## src/rtl/control_fsm.sv

```systemverilog
// Main control unit of the multi-cycle RV32I datapath: a Moore FSM that
// steps through the phases of each instruction and drives enables/mux selects.
module control_fsm (
  input  logic       i_Clk,
  input  logic       i_Reset,
  input  logic [6:0] i_OpCode,
  output logic       o_Branch,
  output logic       o_PCUpdate,
  output logic       o_IRWrite,
  output logic [1:0] o_ResultSrc,
  output logic       o_MemWrite,
  output logic [1:0] o_ALUSrcA,
  output logic [1:0] o_ALUSrcB,
  output logic       o_RegWrite,
  output logic [1:0] o_ALUOp,
  output logic       o_AdrSrc,
  output logic [3:0] o_State
);

  typedef enum logic [3:0] {
    FETCH    = 4'd0,
    DECODE   = 4'd1,
    MEMADR   = 4'd2,
    MEMREAD  = 4'd3,
    MEMWB    = 4'd4,
    MEMWRITE = 4'd5,
    EXECUTER = 4'd6,
    EXECUTEI = 4'd7,
    ALUWB    = 4'd8,
    JAL      = 4'd9,
    BEQ      = 4'd10
  } state_t;

  localparam logic [6:0] OP_LW   = 7'b0000011;
  localparam logic [6:0] OP_SW   = 7'b0100011;
  localparam logic [6:0] OP_R    = 7'b0110011;
  localparam logic [6:0] OP_I    = 7'b0010011;
  localparam logic [6:0] OP_JAL  = 7'b1101111;
  localparam logic [6:0] OP_BEQ  = 7'b1100011;

  state_t state;
  state_t state_next;

  always_ff @(posedge i_Clk) begin
    if (i_Reset) state <= FETCH;
    else         state <= state_next;
  end

  // Unknown opcodes retire as a no-op by falling back to FETCH.
  always_comb begin
    state_next = FETCH;
    case (state)
      FETCH:    state_next = DECODE;
      DECODE: begin
        case (i_OpCode)
          OP_LW, OP_SW: state_next = MEMADR;
          OP_R:         state_next = EXECUTER;
          OP_I:         state_next = EXECUTEI;
          OP_JAL:       state_next = JAL;
          OP_BEQ:       state_next = BEQ;
          default:      state_next = FETCH;
        endcase
      end
      MEMADR: begin
        case (i_OpCode)
          OP_LW:   state_next = MEMREAD;
          OP_SW:   state_next = MEMWRITE;
          default: state_next = FETCH;
        endcase
      end
      MEMREAD:  state_next = MEMWB;
      MEMWB:    state_next = FETCH;
      MEMWRITE: state_next = FETCH;
      EXECUTER: state_next = ALUWB;
      EXECUTEI: state_next = ALUWB;
      JAL:      state_next = ALUWB;
      ALUWB:    state_next = FETCH;
      BEQ:      state_next = FETCH;
      default:  state_next = FETCH;
    endcase
  end

  // Moore outputs: decoded from the current state only, zero unless listed.
  always_comb begin
    o_Branch    = 1'b0;
    o_PCUpdate  = 1'b0;
    o_IRWrite   = 1'b0;
    o_ResultSrc = 2'b00;
    o_MemWrite  = 1'b0;
    o_ALUSrcA   = 2'b00;
    o_ALUSrcB   = 2'b00;
    o_RegWrite  = 1'b0;
    o_ALUOp     = 2'b00;
    o_AdrSrc    = 1'b0;
    case (state)
      FETCH: begin
        o_IRWrite   = 1'b1;
        o_ALUSrcB   = 2'b10;
        o_ResultSrc = 2'b10;
        o_PCUpdate  = 1'b1;
      end
      DECODE: begin
        o_ALUSrcA = 2'b01;
        o_ALUSrcB = 2'b01;
      end
      MEMADR: begin
        o_ALUSrcA = 2'b10;
        o_ALUSrcB = 2'b01;
      end
      MEMREAD: o_AdrSrc = 1'b1;
      MEMWB: begin
        o_ResultSrc = 2'b01;
        o_RegWrite  = 1'b1;
      end
      MEMWRITE: begin
        o_AdrSrc   = 1'b1;
        o_MemWrite = 1'b1;
      end
      EXECUTER: begin
        o_ALUSrcA = 2'b10;
        o_ALUOp   = 2'b10;
      end
      EXECUTEI: begin
        o_ALUSrcA = 2'b10;
        o_ALUSrcB = 2'b01;
        o_ALUOp   = 2'b10;
      end
      ALUWB: o_RegWrite = 1'b1;
      JAL: begin
        o_ALUSrcA  = 2'b01;
        o_ALUSrcB  = 2'b10;
        o_PCUpdate = 1'b1;
      end
      BEQ: begin
        o_ALUSrcA = 2'b10;
        o_ALUOp   = 2'b01;
        o_Branch  = 1'b1;
      end
      default: ;
    endcase
  end

  assign o_State = state;

endmodule

```

## config.mk

```make
export PLATFORM = sky130hd
export DESIGN_NAME = control_fsm
export DESIGN_NICKNAME = d
export VERILOG_FILES = /design/src/rtl/control_fsm.sv
export SDC_FILE = /design/constraint.sdc
export NUM_CORES = 1
export LEC_CHECK = 0
export CORE_UTILIZATION = 30
export DETAILED_ROUTE_END_ITERATION = 8
export GPL_TIMING_DRIVEN = 0
export PLACE_DENSITY = 0.66
export SYNTH_ARGS = -nofsm -noshare
export SYNTH_HDL_FRONTEND = slang
export SYNTH_SLANG_ARGS = --single-unit
export TNS_END_PERCENT = 20
```

## constraint.sdc

```tcl
create_clock -name i_Clk -period 2.1 [get_ports i_Clk]
set_input_delay 0.315 -clock i_Clk [delete_from_list [all_inputs] [get_ports i_Clk]]
set_output_delay 0.315 -clock i_Clk [all_outputs]
set_load 0.01 [all_outputs]
```

### Word-level counts from Yosys, hierarchy flattened

Index checks and enable logic that the tools add are counted.

* register bits: 4
* input bits: 9
* logic and storage cells: 40

* equality and inequality tests: 16
* mux-type cells: 13
* reductions and logical operators: 10

Operator list (number)
* $pmux W4 S5: 2
* $eq A4 B3 Y1 const B: 4
* $pmux W2 S2: 4
* $eq A7 B6 Y1 const B: 2
* $eq A7 B7 Y1 const B: 2
* $eq A4 B4 Y1 const B: 3
* $reduce_or A2 Y1: 6
* $eq A4 B2 Y1 const B: 2
* $eq A7 B2 Y1 const B: 1
* $eq A7 B5 Y1 const B: 1
* $mux W1: 6
* $pmux W3 S2: 1
* $reduce_or A3 Y1: 2
* $eq A4 B1 Y1 const B: 1
* $logic_not A4 Y1: 1
* $reduce_or A4 Y1: 1

### Logic depth before layout (Yosys ltp)

* depth in word-level cells: 4
* mapped depth: 4

### Worst setup path before layout

OpenSTA, ideal clock, no wires.

* path kind: register to output
* start point: reg state[2] (netlist: o_State[2])
* end point: out o_ResultSrc[1]
* arrival: 1303 ps
* data required time: 1785 ps
* setup slack: 482 ps
* cell stages (with the launch flop): 4
* path buffers: 2
* cells stage by stage: dfxtp_1 buf_2 nor4_1 buf_4

* word-level cells in the longest chain between the ends: 2
* elaborated cells on any way between the ends: 3
* those cells by class: eq/ne (1); mux (1); reduce/logical (1)

RTL lines
* start: declaration: line 41 `state_t state;`
* start signal: assignment: line 46 `else state <= state_next;`
* $eq A4 B3 Y1 / $logic_not A4 Y1 (equally long branches): line 95 `case (state)`
* $pmux W2 S2 *: line 95
* end: declaration: line 10 `output logic [1:0] o_ResultSrc,`

Every way passes the cells marked *; elsewhere a longest branch is shown, timed or not.

### Final worst setup path

Same ends and word-level chain as after synthesis.

==> metrics.csv <==
stage,metric,value,unit
status,status,"finished, final reports clean",
detailed_routing,drcViolationCount,0,
global_routing,grt_max_degree,11,
global_routing,grt.total_usage,19.0,%
die,fp.dieH,41.0,um
detailed_routing,first_pass_iters,4,
hold_path,min_to,o_State[1]$_SDFF_PP0_,
finish,fillers,132,
timing,min_period_over_period,97.8,%
yosys,synth_cell_types,33,
timing,tns,0,ps
detailed_routing,vias_per_cell,5.33,
timing,finalSetupViolCount,0,
detailed_routing,dr_total_vias,570,
timing,period_needed,2050,ps
yosys,yosys-top-cells-area,"dfxtp_1 (18%), nor3_1 (7.7%), xnor2_1 (5.8%), nor3b_1 (4.9%), nor2b_1 (4.1%)",
finish,multiInputGateArea,340,um2
timing,slew_viol_final,0,
pwr,power,0.272,mW
place,numPortBuffers,26,
timing,fin_worst_skew,3.64,ps
setup_path,critical_path_class,reg -> out,
setup_path,reg2reg_to,o_State[0]$_SDFF_PP0_,
place,dpl.hpwl,961,um
finish,area_growth,72.5,%
timing,fmax,487,MHz
die,die-area,1680,um2
yosys,synth_flop_cell,dfxtp_1,
setup_path,critPathMaxFanout,10,
clocking,path_clk_slew,40,ps
yosys,synth_edf_count,0,
detailed_routing,drt_iter0_drc,6,
setup_path,endpoint_kind,output port,
pwr,power_leakage,0.335,nW
setup_path,r2r_start,o_State[2]$_SDFF_PP0_,
die,io_pins,27,
yosys,postSynthCellCount,63,
finish,design_area,786,um2
place,pre_cts_slack,24.2,ps
clocking,cts_tree,done,
finish,diodes,0,
yosys,netlist.area_leader.share,17.6,%
die,coreArea,1350,um2
clocking,clockRootBuffer,clkbuf_4,
setup_path,cp.required,1780,ps
finish,finish.net_count,103,
clocking,clock_path_buffers,2,
timing,layout_setup_ws,45.7,ps
finish,drive_above_1_share,14.1,%
hold_path,hold_class,reg -> reg,
clocking,clock-sinks,4,
yosys,ys_async_sr_fraction,0,%
yosys,synth_top_area_cell,dfxtp_1,
yosys,syn_nets,72,
clocking,clkLatencyLatePin,230,ps
timing,max_slew.worst_pin.slew,510,ps
pwr,powerDensity,346,nW/um2
die,die_x,41.0,um
setup_path,reg2reg_depth,3,
yosys,ys_seq_area_share,17.6,%
setup_path,cp-start-kind,flip-flop,
global_routing,grt_pass1_wl,2.15,mm
yosys,ys_ff_latch,4,
yosys,synthesis.area,455,um2
timing,timing.slew.headroom,65.6,%
setup_path,critPathLaunch,o_State[2]$_SDFF_PP0_,
timing,rsz0062_at_grt,true,
global_routing,overflow,0,
place,placed_cell_area,734,um2
global_routing,antenna_found_initial,0,
global_routing,grt_pass1_vias,521,
yosys,yosysWarnings,0,
finish,largest_register_ffs,4,
die,num_rows,13,
die,initial_core_util,33.7,%
clocking,post_cts_buffers,0,
hold_path,hold_depth,3,
setup_path,critPathArrivalTime,1740,ps
clocking,h-tree-depth,1,
timing,finalHoldViolations,0,
yosys,synth_area_per_cell,7.23,um2
detailed_routing,detail-route-antenna-nets,0,
detailed_routing,wl_per_cell,11.6,um
finish,seqCellArea,83.8,um2
place,place_congestion,0.809,
pwr,ir_drop,0.187,mV
clocking,cts_buffers,3,
detailed_routing,drt-total-wl,1.24,mm
setup_path,regToRegSetupSlack,740,ps
hold_path,hp-start,o_State[2]$_SDFF_PP0_,
finish,post-route-util,58.2,%
run,drv_cap,0,
-- repair_timing --
item                       CTS  global route
setup endpoints to repair    8             7
hold buffers                 0             0
gates resized for setup      8             4
pin swaps                    0             0
gates cloned                 0             0
-- where the power goes --
part           total (mW)  internal, mW  switching (mW)
combinational      0.0955        0.0556          0.0399
sequential         0.0825        0.0788         0.00372
clock              0.0935        0.0638          0.0297
total               0.272         0.198          0.0734
-- logic make-up (layout without fill, tap and decap cells) --
group,count (synthesis),after routing,synth area share [%]
AOI/OAI and AO/OA,10,10,14.6
DFF,4,4,17.6
buffers and inverters,8,37,9.06
xor gates and xnor gates,4,4,7.69
and+or+nand+nor,37,37,51.1
-- worst max-delay path: stages (launching register included) --
cell	delay [ps]
dfxtp_2	350
buf_4	180
nor4_2	310
buf_4	150
clkdlybuf4s50_1	520
-- per-stage QoR --
| stage | hold slack, ps | std cells |
|---|---|---|
| floorplan | 454 | 63 |
| global placement | 629 | 104 |
| detailed placement | 631 | 104 |
| CTS | 624 | 107 |
| global route | 681 | 107 |
| finish | 625 | 107 |
-- area by class of cell --
class,instances,share of cell area (%)
inverter,2,0.955
multi-input combinational,51,43.3
buffer,6,5.73
tap,15,2.39
timing repair buffer,26,34.1
sequential,4,10.7
clock buffer,3,2.87
-- cell usage after synthesis (all sizes together) (2+ instances only) --
| cell | number |
|---|---|
| nor4b | 2 |
| or3 | 2 |
| nor3b | 3 |
| nor2b | 3 |
| nor3 | 7 |
| nand4b | 2 |
| a21oi | 2 |
| nor2 | 3 |
| dfxtp | 4 |
| a211oi | 2 |
| inv | 2 |
| xnor2 | 3 |
| buf | 5 |
| nand2 | 3 |
| a31oi | 2 |
| or2 | 2 |
-- layout by cell type, fill, tap and decap left out, types with 2 or more instances in the layout --
cell	count
nor3_1	7
or2_1	2
a31oi_1	2
nor2b_1	3
clkdlybuf4s50_1	23
buf_4	4
dlymetal6s2s_1	3
clkbuf_4	5
xnor2_1	3
a21oi_1	2
nor4b_1	2
nor2_1	3
nor3b_1	3
a211oi_1	2
nand4b_1	2
or3_1	2
dfxtp_2	3
nand2_1	3
inv_1	2
-- layer usage --
layer,share of wire [%],vias to the layer above,global-route usage (%)
met5,0,-,0
met4,0,0,7.50
met3,7.0,0,3.80
met2,47,31,30.9
met1,46,244,24.1
li1,-,295,-
-- worst max-delay path by stage --
stage                                end  slack, ps  cells after the start
final                     o_ResultSrc[1]         50                      4
after global routing        o_ALUSrcB[1]        -20                      4
after CTS                 o_ResultSrc[1]         40                      4
after detailed placement    o_ALUSrcB[0]         20                      4
after global placement      o_ALUSrcB[0]         20                      4
after floorplan           o_ResultSrc[1]        480                      3
Power figures use the tool's default switching activity.
